**src/rtl/immediate_prefetcher.sv**
```systemverilog
// Sequential instruction-word prefetcher: a request/ack memory port fills a DEPTH-entry FIFO,
// and the head word is presented decoded as an immediate/offset pair.
module immediate_prefetcher #(
    parameter int WIDTH       = 16,
    parameter int DEPTH       = 4,
    parameter int SHORT_BITS  = 11,
    parameter int OFFSET_BITS = 4
) (
    input  logic                     i_clock,
    input  logic                     i_reset_n,
    input  logic                     i_flush,
    input  logic [WIDTH-1:0]         i_flush_pc,
    output logic                     o_mem_read_req,
    output logic [WIDTH-1:0]         o_mem_read_address,
    input  logic                     i_mem_read_ack,
    input  logic                     i_mem_read_valid,
    input  logic [WIDTH-1:0]         i_mem_data_in,
    input  logic                     i_consume,
    input  logic                     i_destination_mem,
    output logic                     o_out_valid,
    output logic [WIDTH-1:0]         o_out_pc,
    output logic [WIDTH-1:0]         o_immediate,
    output logic [OFFSET_BITS-1:0]   o_offset,
    output logic                     o_can_halt,
    output logic [$clog2(DEPTH):0]   o_count
);
    localparam int AW  = $clog2(DEPTH);
    localparam int CW  = AW + 1;
    localparam int EXT = WIDTH - SHORT_BITS;

    logic [WIDTH-1:0] r_mem [DEPTH];
    logic [AW-1:0]    r_rptr;
    logic [AW-1:0]    r_wptr;
    logic [CW-1:0]    r_count;
    logic [WIDTH-1:0] r_fetch_pc;
    logic [WIDTH-1:0] r_head_pc;
    logic             r_inflight;

    logic [CW:0]      w_credit;
    logic             w_req;
    logic             w_ack;
    logic             w_full;
    logic             w_empty;
    logic             w_push;
    logic             w_pop;
    logic [WIDTH-1:0] w_head;

    // An outstanding request already owns a FIFO slot, so a response can never overflow.
    assign w_credit = {1'b0, r_count} + {{CW{1'b0}}, r_inflight};
    assign w_req    = i_reset_n && !i_flush && (w_credit < (CW+1)'(DEPTH));
    assign w_ack    = w_req && i_mem_read_ack;
    assign w_full   = (r_count == CW'(DEPTH));
    assign w_empty  = (r_count == '0);
    // Responses without a matching request, or landing in a flush cycle, are dropped.
    assign w_push   = i_reset_n && !i_flush && i_mem_read_valid && r_inflight && !w_full;
    assign w_pop    = i_reset_n && !i_flush && i_consume && !w_empty;

    always_ff @(posedge i_clock) begin
        if (!i_reset_n) begin
            r_rptr     <= '0;
            r_wptr     <= '0;
            r_count    <= '0;
            r_fetch_pc <= '0;
            r_head_pc  <= '0;
            r_inflight <= 1'b0;
        end else if (i_flush) begin
            r_rptr     <= '0;
            r_wptr     <= '0;
            r_count    <= '0;
            r_fetch_pc <= i_flush_pc;
            r_head_pc  <= i_flush_pc;
            r_inflight <= 1'b0;
        end else begin
            r_inflight <= w_ack;
            if (w_ack)
                r_fetch_pc <= r_fetch_pc + WIDTH'(1);
            if (w_push)
                r_wptr <= r_wptr + AW'(1);
            if (w_pop) begin
                r_rptr    <= r_rptr + AW'(1);
                r_head_pc <= r_head_pc + WIDTH'(1);
            end
            case ({w_push, w_pop})
                2'b10:   r_count <= r_count + CW'(1);
                2'b01:   r_count <= r_count - CW'(1);
                default: r_count <= r_count;
            endcase
        end
    end

    // Storage carries no reset; stale contents are masked by out_valid.
    always_ff @(posedge i_clock) begin
        if (w_push)
            r_mem[r_wptr] <= i_mem_data_in;
    end

    assign w_head = r_mem[r_rptr];

    always_comb begin
        o_immediate = '0;
        o_offset    = '0;
        if (!w_empty) begin
            if (i_destination_mem) begin
                o_immediate = {{EXT{w_head[SHORT_BITS-1]}}, w_head[SHORT_BITS-1:0]};
                o_offset    = w_head[WIDTH-1 -: OFFSET_BITS];
            end else begin
                o_immediate = w_head;
            end
        end
    end

    assign o_mem_read_req     = w_req;
    assign o_mem_read_address = r_fetch_pc;
    assign o_out_valid        = !w_empty;
    assign o_out_pc           = r_head_pc;
    assign o_can_halt         = !w_empty && (w_head == '0);
    assign o_count            = r_count;

endmodule
```
**config.mk**
```make
export PLATFORM = sky130hd
export DESIGN_NAME = immediate_prefetcher
export DESIGN_NICKNAME = d
export VERILOG_FILES = /design/src/rtl/immediate_prefetcher.sv
export SDC_FILE = /design/constraint.sdc
export NUM_CORES = 1
export LEC_CHECK = 0
export CORE_UTILIZATION = 35
export DETAILED_ROUTE_END_ITERATION = 12
export HOLD_SLACK_MARGIN = 0.15
export PLACE_DENSITY = 0.61
export SYNTH_ARGS = -nofsm -noshare
export SYNTH_HDL_FRONTEND = slang
export SYNTH_SLANG_ARGS = --single-unit
```
**constraint.sdc**
```tcl
create_clock -name i_clock -period 7.2 [get_ports i_clock]
set_clock_uncertainty 0.15 [all_clocks]
set_input_delay 1.44 -clock i_clock [delete_from_list [all_inputs] [get_ports i_clock]]
set_output_delay 1.44 -clock i_clock [all_outputs]
set_load 0.01 [all_outputs]
```
# After elaboration in Yosys (flattened, before gate mapping)
# Memory sizes are Yosys's and may differ from the RTL's. A register that Yosys moved wholly into a read port is not among the register bits.
# Index checks and enable logic that the tools add are counted.
word_totals:
  regBits: 40
  ramBits: 64
  mem_count: 1
  in_bits: 39
op_classes:
  magnitude_cmp: 1
  n_eq_ne: 3
  muxes: 13
  bitwise_logic: 1
  reduce_logical: 18
  add_sub_neg: 7
memory_table:
  columns: ["memory", "depth", "word_bits", "rd", "rd_ports_with_merged_regs", "wr", "line", "source"]
  rows:
  - ["r_mem", 4, 16, 1, 1, 1, "31", "logic [WIDTH-1:0] r_mem [DEPTH];"]
ops:
  columns: ["op", "count"]
  rows:
  - ["$mux 16", 6]
  - ["$add 16x1->16 const B", 2]
  - ["$logic_not 16->1", 1]
  - ["$logic_and 1x1->1", 9]
  - ["$mux 4", 2]
  - ["$pmux 3 s2", 1]
  - ["$reduce_bool 2->1", 3]
  - ["$add 2x1->2 const B", 2]
  - ["$add 3x1->4", 1]
  - ["$lt 4x3->1 const B", 1]
  - ["$mux 2", 2]
  - ["$add 3x1->3 const B", 1]
  - ["$eq 3x3->1 const B", 1]
  - ["$logic_not 1->1", 3]
  - ["$logic_not 3->1", 1]
  - ["$sub 3x1->3 const B", 1]
  - ["$eq 2x1->1 const B", 1]
  - ["$eq 2x2->1 const B", 1]
  - ["$mux 1", 2]
  - ["$reduce_or 2->1", 1]
  - ["$not 1->1", 1]

# Longest topological paths before layout
# Gate-level depths: netlist of the first run.
logic_depth:
  depth_word: 7
  depth_mapped: 10
  ltp_nobuf: 10

# Worst setup path before layout of the first run
# Ideal clock, no wire load.
synth_path:
  kind: "input-to-output"
  startpoint: "input port i_flush"
  endpoint: "output port o_mem_read_req"
  path_buffers: 1
  stages: 4
  slack_ns: 3.455
  arrival_ns: 2.155
  path_cell_list: "inv_1 -> nand2_1 -> clkbuf_1 -> nor3b_1"
synth_between:
  elab_chain_cells: 3
synth_lines:
  columns: ["element", "line", "source"]
  rows:
  - ["start: declaration", "11", "input logic i_flush,"]
  - ["$logic_not 1->1", "50", "assign w_req = i_reset_n && !i_flush && (w_credit < (CW+1)'(DEPTH));"]
  - ["$logic_and 1x1->1 (2 in series)", "50", null]
  - ["end: declaration", "13", "output logic o_mem_read_req,"]
# Every way passes these cells.

# Final worst setup path of the first run
layout_path:
  startpoint: "input port i_reset_n"
  endpoint: "output port o_mem_read_req"
layout_between:
  elab_chain_cells: 2
layout_lines:
  columns: ["element", "line", "source"]
  rows:
  - ["start: declaration", "10", "input logic i_reset_n,"]
  - ["$logic_and 1x1->1 (2 in series)", "50", null]
# Every way passes these cells.

==> run metrics, run 1 <==
status=complete, no violations; initial drt markers=147; dpl cells=649; Setup TNS Final=0 ns; detailed-route wire length=11290 µm; RSZ-0062 raised after global routing=no; max-slew violations=0; post-synthesis sequential area ratio=57.67%; share of cells above drive strength 1=6.748%; DP HPWL=8010 µm; vias=3471; Slew @ Worst Pin=0.8721 ns; Area after DPL=5878 µm²; io pins=97; die area=14160 µm²; HP Class=reg -> reg; Starting Density=36.03%; Fmax=0.2139 GHz; top cell type by total area after synthesis=edfxtp_1; Area Growth Syn to Fin=29.33%; ant diodes=0; WL/cell=16.98 µm; CTS sink count=106; sequential cell area=2763 µm²; Critical Path RT=5.61 ns; largest net degree at the start of global routing=33; Max Cap Violations=0; crit path DAT=3.08 ns; insertion delay to the later sink of the worst-skew pair=0.34 ns; cell row count=42; Synth Area in Compound Gates=9.506%; Synth top area share=40.11%; CTS clk-pin slew, worst paths=0.07 ns; endpoints failing hold=0; main combinational cell family by area after synthesis=simple AND/OR/NAND/NOR gates; post-synthesis mux area share=8.827%; Crit. End Element=output pin; Synth Instances=395; relative slew slack=41.55%; final cell count without fillers=665; WS Path Type=in -> out; drt via density=5.220; most instantiated library cell after synthesis=edfxtp_1; Post-synth EDFFs=64; Avg Cell Area, Syn=12.13 µm²; Final setup viols=0; total congestion overflow=0; Adder-Cell Fraction of Synth Area=2.246%; ys flop type=edfxtp_1; fin crit share=64.92%; Max IR drop VDD=0.0001322 V; port bufs=96; Synth Cell Area=4791 µm²; Yosys cell types=51; root buf cell=clkbuf_16; design area=6196 µm²; DRC viols=0; critical path launch point type=input port; clock period minus worst slack=4.674 ns; chip width=119.0 µm; Net Count, Synth=442; initial antenna violation count=0; Post-CTS Resized=0; clock buffer depth=2; # H-tree levels=3; pwr/cell area=205.8 nW/µm²; XOR/XNOR Fraction of Synth Area=3.656%; Final #Nets=531; Multi-input gate area=1848 µm²; CTS tree=yes; hold buffer count at CTS=0; YS warnings=0; core area=13300 µm²; die height=119.0 µm; TritonRoute pass-1 iters=5; top cells by area, synth=edfxtp_1 (40%), dfxtp_1 (18%), mux4_1 (6.0%); Power Total=0.001275 W; post-CTS setup buffers=0; Post-Synth Simple-Gate Area=14.34%; Synth async-reset ratio=0%; Crit Path Max Fanout=14; LEAKAGE=2.041 nW; filler cell count in the final layout=1206; cts bufs inserted=9; Routed Antenna Nets=0; Tot GR Track Use=16.63%; vias in the first global route=3473; worst hold slack=0.3581 ns; GPL Wtd Cong=0.8941; first-pass GRT wire length=18350 µm; Post-synth top cells=edfxtp_1 (64), dfxtp_1 (42), a21oi_1 (35); Seq cells post-synth=106
registers in the layout, indices dropped and copies added (netlist names), named ones only:
signal and cells:
r_mem 64, o_mem_read_address 16, o_out_pc 16, o_count 3
r_rptr 2, r_wptr 2, r_inflight 1
cell usage in the layout (no fill, tap or decap), drive strengths merged, types with 3 or more instances in the layout:
| cell | count |
|---|---|
| buf | 4 |
| xnor2 | 13 |
| clkbuf | 9 |
| edfxtp | 64 |
| nand3 | 9 |
| o21ai | 23 |
| and3 | 12 |
| nor4 | 10 |
| mux4 | 16 |
| inv | 19 |
| xor2 | 7 |
| nand2 | 19 |
| dfxtp | 42 |
| ha | 7 |
| a21oi | 35 |
| and2 | 17 |
| nor3 | 8 |
| and4 | 4 |
| a31oi | 6 |
| a32oi | 3 |
| nor2 | 32 |
| clkdlybuf4s50 | 96 |
| nand4 | 9 |
per-layer routing:
layer	GRT usage, %	routed length (µm)
met5	0	0
met4	4.905	114
met3	4.167	652
met2	27.76	5415
met1	21.21	5108
worst paths after layout:
path / start / to / slack (ns) / cells after the start
worst max register to register: o_count[0] / o_mem_read_address[7] / 4.38 / 6
worst max-delay path: i_reset_n / o_mem_read_req / 2.53 / 4
worst min register to register: o_mem_read_address[15] / o_mem_read_address[15] / 0.36 / 2
worst min-delay path: o_mem_read_address[15] / o_mem_read_address[15] / 0.36 / 2
critical path, cell delays in order:
cell             delay, ns
clkdlybuf4s50_1       0.73
nand2_1               0.13
nor3b_1               0.20
clkdlybuf4s50_1       0.58
metrics by stage:
stage / worst slack [ns] / util, %
CTS: 2.513 / 46.60
floorplan: 3.455 / -
detailed placement: 2.531 / 44.21
finish: 2.526 / 46.60
global route: 2.410 / 46.60
global placement: 2.537 / 44.21
kinds of logic after synthesis:
family	count (synthesis)
AND/OR/NAND/NOR	126
buffers and inverters	37
flip-flops	106
adder cells (fa/ha/maj)	8
XOR/XNOR	20
AO/OA/AOI/OAI	80
multiplexers	18
power by group:
group / internal [W] / total (W) / switching, W / leakage, nW
clock: 0.000280 / 0.000510 / 0.000230 / 0.156
sequential: 0.000653 / 0.000669 / 0.0000159 / 0.921
combinational: 0.0000522 / 0.0000959 / 0.0000436 / 0.965
total: 0.000985 / 0.00128 / 0.000290 / 2.04
layout make-up:
cell class                 count  area share, %
tap                          176          3.554
clock buffer                   9          3.635
clock inverter                 7          1.494
sequential                   106          44.59
timing repair buffer         100          15.99
multi-input combinational    252          29.83
inverter                      15         0.9087
Power figures use the tool's default switching activity.
==> run 2: changes to the inputs <==
--- a/config.mk
+++ b/config.mk
@@ -8,7 +8,7 @@
 export CORE_UTILIZATION = 35
 export DETAILED_ROUTE_END_ITERATION = 12
 export HOLD_SLACK_MARGIN = 0.15
-export PLACE_DENSITY = 0.61
+export PLACE_DENSITY = 0.63
 export SYNTH_ARGS = -nofsm -noshare
 export SYNTH_HDL_FRONTEND = slang
 export SYNTH_SLANG_ARGS = --single-unit
==> constraint.sdc (replaced) <==
create_clock -name i_clock -period 4.3 [get_ports i_clock]
set_clock_uncertainty 0.15 [all_clocks]
set_input_delay 0.86 -clock i_clock [delete_from_list [all_inputs] [get_ports i_clock]]
set_output_delay 0.86 -clock i_clock [all_outputs]
set_load 0.01 [all_outputs]
==> run 2 against run 1 <==
Effect of this change:
- via count decreased by 0.23%
- cell area up 0.40%
- combinational power increased by 69%
- power rose by 62%
- critical endpoint is now o_can_halt
==> run metrics, run 2 (synthesis results as in run 1) <==
status=complete, no violations; most frequent cells in the layout=clkdlybuf4s50_1 (96), edfxtp_1 (64), dfxtp_1 (42), a21oi_1 (35), nor2_1 (32); drt via density=5.153 (-1.3%); commonest non-fill, non-tap cell in the layout=clkdlybuf4s50_1; Worst R2R Path Depth=10 (+4); Max Cap Violations=0 (unchanged); insertion delay to the later sink of the worst-skew pair=0.34 ns (about the same); Largest register FFs=64 (unchanged); die area=14160 µm² (unchanged); Post-CTS Resized=0 (unchanged); Crit Path Max Fanout=10 (-4); clock buffer depth=2 (unchanged); post-CTS setup buffers=0 (unchanged); Top Layer Used=met4; WP buf/inv=2 (unchanged); LEAKAGE=2.061 nW (+0.96%); TritonRoute pass-1 iters=5 (unchanged); relative slew slack=50.67% (+9.1 points); CP peak stage delay=0.67 ns (-0.06 ns); Top reg by flops=r_mem; initial antenna violation count=0 (unchanged); DRC viols=0 (unchanged); met3 WL=829 µm (+27%); core area=13300 µm² (unchanged); RSZ-0062 raised after global routing=no; first-pass GRT wire length=18080 µm (-1.5%); Starting Density=36.03% (unchanged); Setup WS pre-CTS=0.6738 ns (-1.857 ns); detailed-route wire length=11070 µm (-1.9%); hold buffer count at CTS=0 (unchanged); Final #Nets=538 (+1.3%); largest net degree at the start of global routing=33 (unchanged); most frequent CP cell=nor4_2; critical path launch point type=flip-flop; Slew @ Worst Pin=0.7372 ns (-0.1349 ns); Crit. End Element=output pin; fin crit share=91.55%; Tot GR Track Use=16.29% (-0.34 points); Max IR drop VDD=0.0001630 V (+23%); Final setup viols=0 (unchanged); HP Class=reg -> reg; WS Path Type=reg -> out; vias=3463 (-0.23%); initial drt markers=185 (+26%); post-layout worst setup margin=0.3633 ns (-2.163 ns); Routed Antenna Nets=0 (unchanged); # H-tree levels=3 (unchanged); total congestion overflow=0 (unchanged); pwr/cell area=331.9 nW/µm² (+61%); chip width=119.0 µm (unchanged); endpoints failing hold=0 (unchanged); cell row count=42 (unchanged); worst hold slack=0.3594 ns (+0.001340 ns); Critical Path RT=3.29 ns (-2.32 ns); port bufs=96 (unchanged); CTS tree=yes; io pins=97 (unchanged); delay-heaviest family, CP=buffers and inverters; crit path DAT=2.93 ns (-0.15 ns); GPL Wtd Cong=0.8462 (-5.4%); WL/cell=16.48 µm (-3.0%); Critical Path, Cell by Cell=buf_4 -> mux4_2 -> nor4_2 -> nand4_1 -> nor4_2 -> clkdlybuf4s50_1; DP HPWL=8046 µm (+0.45%); CTS clk-pin slew, worst paths=0.07 ns (about the same); filler cell count in the final layout=1213 (+0.58%); Fmax=0.2540 GHz; Area Growth Syn to Fin=29.85%; Worst path depth=6 (+2); Worst path slowest cell=dfxtp_1; max-slew violations=0 (unchanged); ant diodes=0 (unchanged); share of cells above drive strength 1=7.863% (+1.1 points); root buf cell=clkbuf_16; cts bufs inserted=9 (unchanged); met2 WL=5388 µm (-0.50%); Hold Path Depth=2 (unchanged); die height=119.0 µm (unchanged); clock period minus worst slack=3.937 ns; met1 WL=4766 µm (-6.7%); Setup TNS Final=0 ns (unchanged); vias in the first global route=3540 (+1.9%); CTS sink count=106 (unchanged)
## run 2: cell count changes in the layout (fill, tap and decap cells not counted)
cell,change
inv_6,-1
bufinv_16,-1
clkinvlp_4,+1
buf_4,+7
clkbuf_1,+1
## run 2: metal layers
layer | vias up | GRT usage [%]
li1 | 1675 | -
met1 | 1656 | 19.99
met2 | 124 | 27.43
met3 | 8 | 5.125
met4 | 0 | 4.589
met5 | - | 0
## run 2: power by group
group / internal (W) / switching, W / leakage, nW
registers: 0.00109 / 0.0000247 / 0.921
clock network: 0.000407 / 0.000376 / 0.138
logic: 0.0000881 / 0.0000742 / 1.00
total: 0.00159 / 0.000475 / 2.06
## run 2: final timing paths
check | startpoint | to | slack [ns]
max | flip-flop | o_can_halt | 0.36
min | o_mem_read_address[15] | o_mem_read_address[15] | 0.36
max reg2reg | o_count[2] | o_count[2] | 1.56
min reg2reg | o_mem_read_address[15] | o_mem_read_address[15] | 0.36
## run 2: layout make-up
class | count | area, µm² | share of cell area [%]
Clock inverter | 6 | 61.31 | 0.9855
Tap cell | 176 | 220.2 | 3.540
Multi-Input combinational cell | 252 | 1848 | 29.71
Timing Repair Buffer | 107 | 1044 | 16.77
Sequential cell | 106 | 2763 | 44.41
Inverter | 15 | 56.30 | 0.9051
Clock buffer | 10 | 229.0 | 3.681
## run 2: worst register-to-register path, stage by stage (launching register included)
cell and delay, ns:
dfxtp_1 0.47, nor3_1 0.17, inv_2 0.23, nand2_1 0.24
nor2_1 0.15, ha_1 0.19, inv_1 0.06, fa_1 0.38
xor2_1 0.16, or3_1 0.31, a21oi_1 0.15
## run 2: through the flow
step | instance area (µm²) | instances | total power, W | util (%)
4_1_cts | 6221 | 672 | 0.002085 | 46.79
2_1_floorplan | 4791 | 395 | 0.001200 | -
5_1_grt | 6221 | 672 | 0.002147 | 46.79
3_3_place_gp | 5931 | 656 | 0.001301 | 44.61
3_5_place_dp | 5931 | 656 | 0.001303 | 44.61
6_report | 6221 | 672 | 0.002065 | 46.79
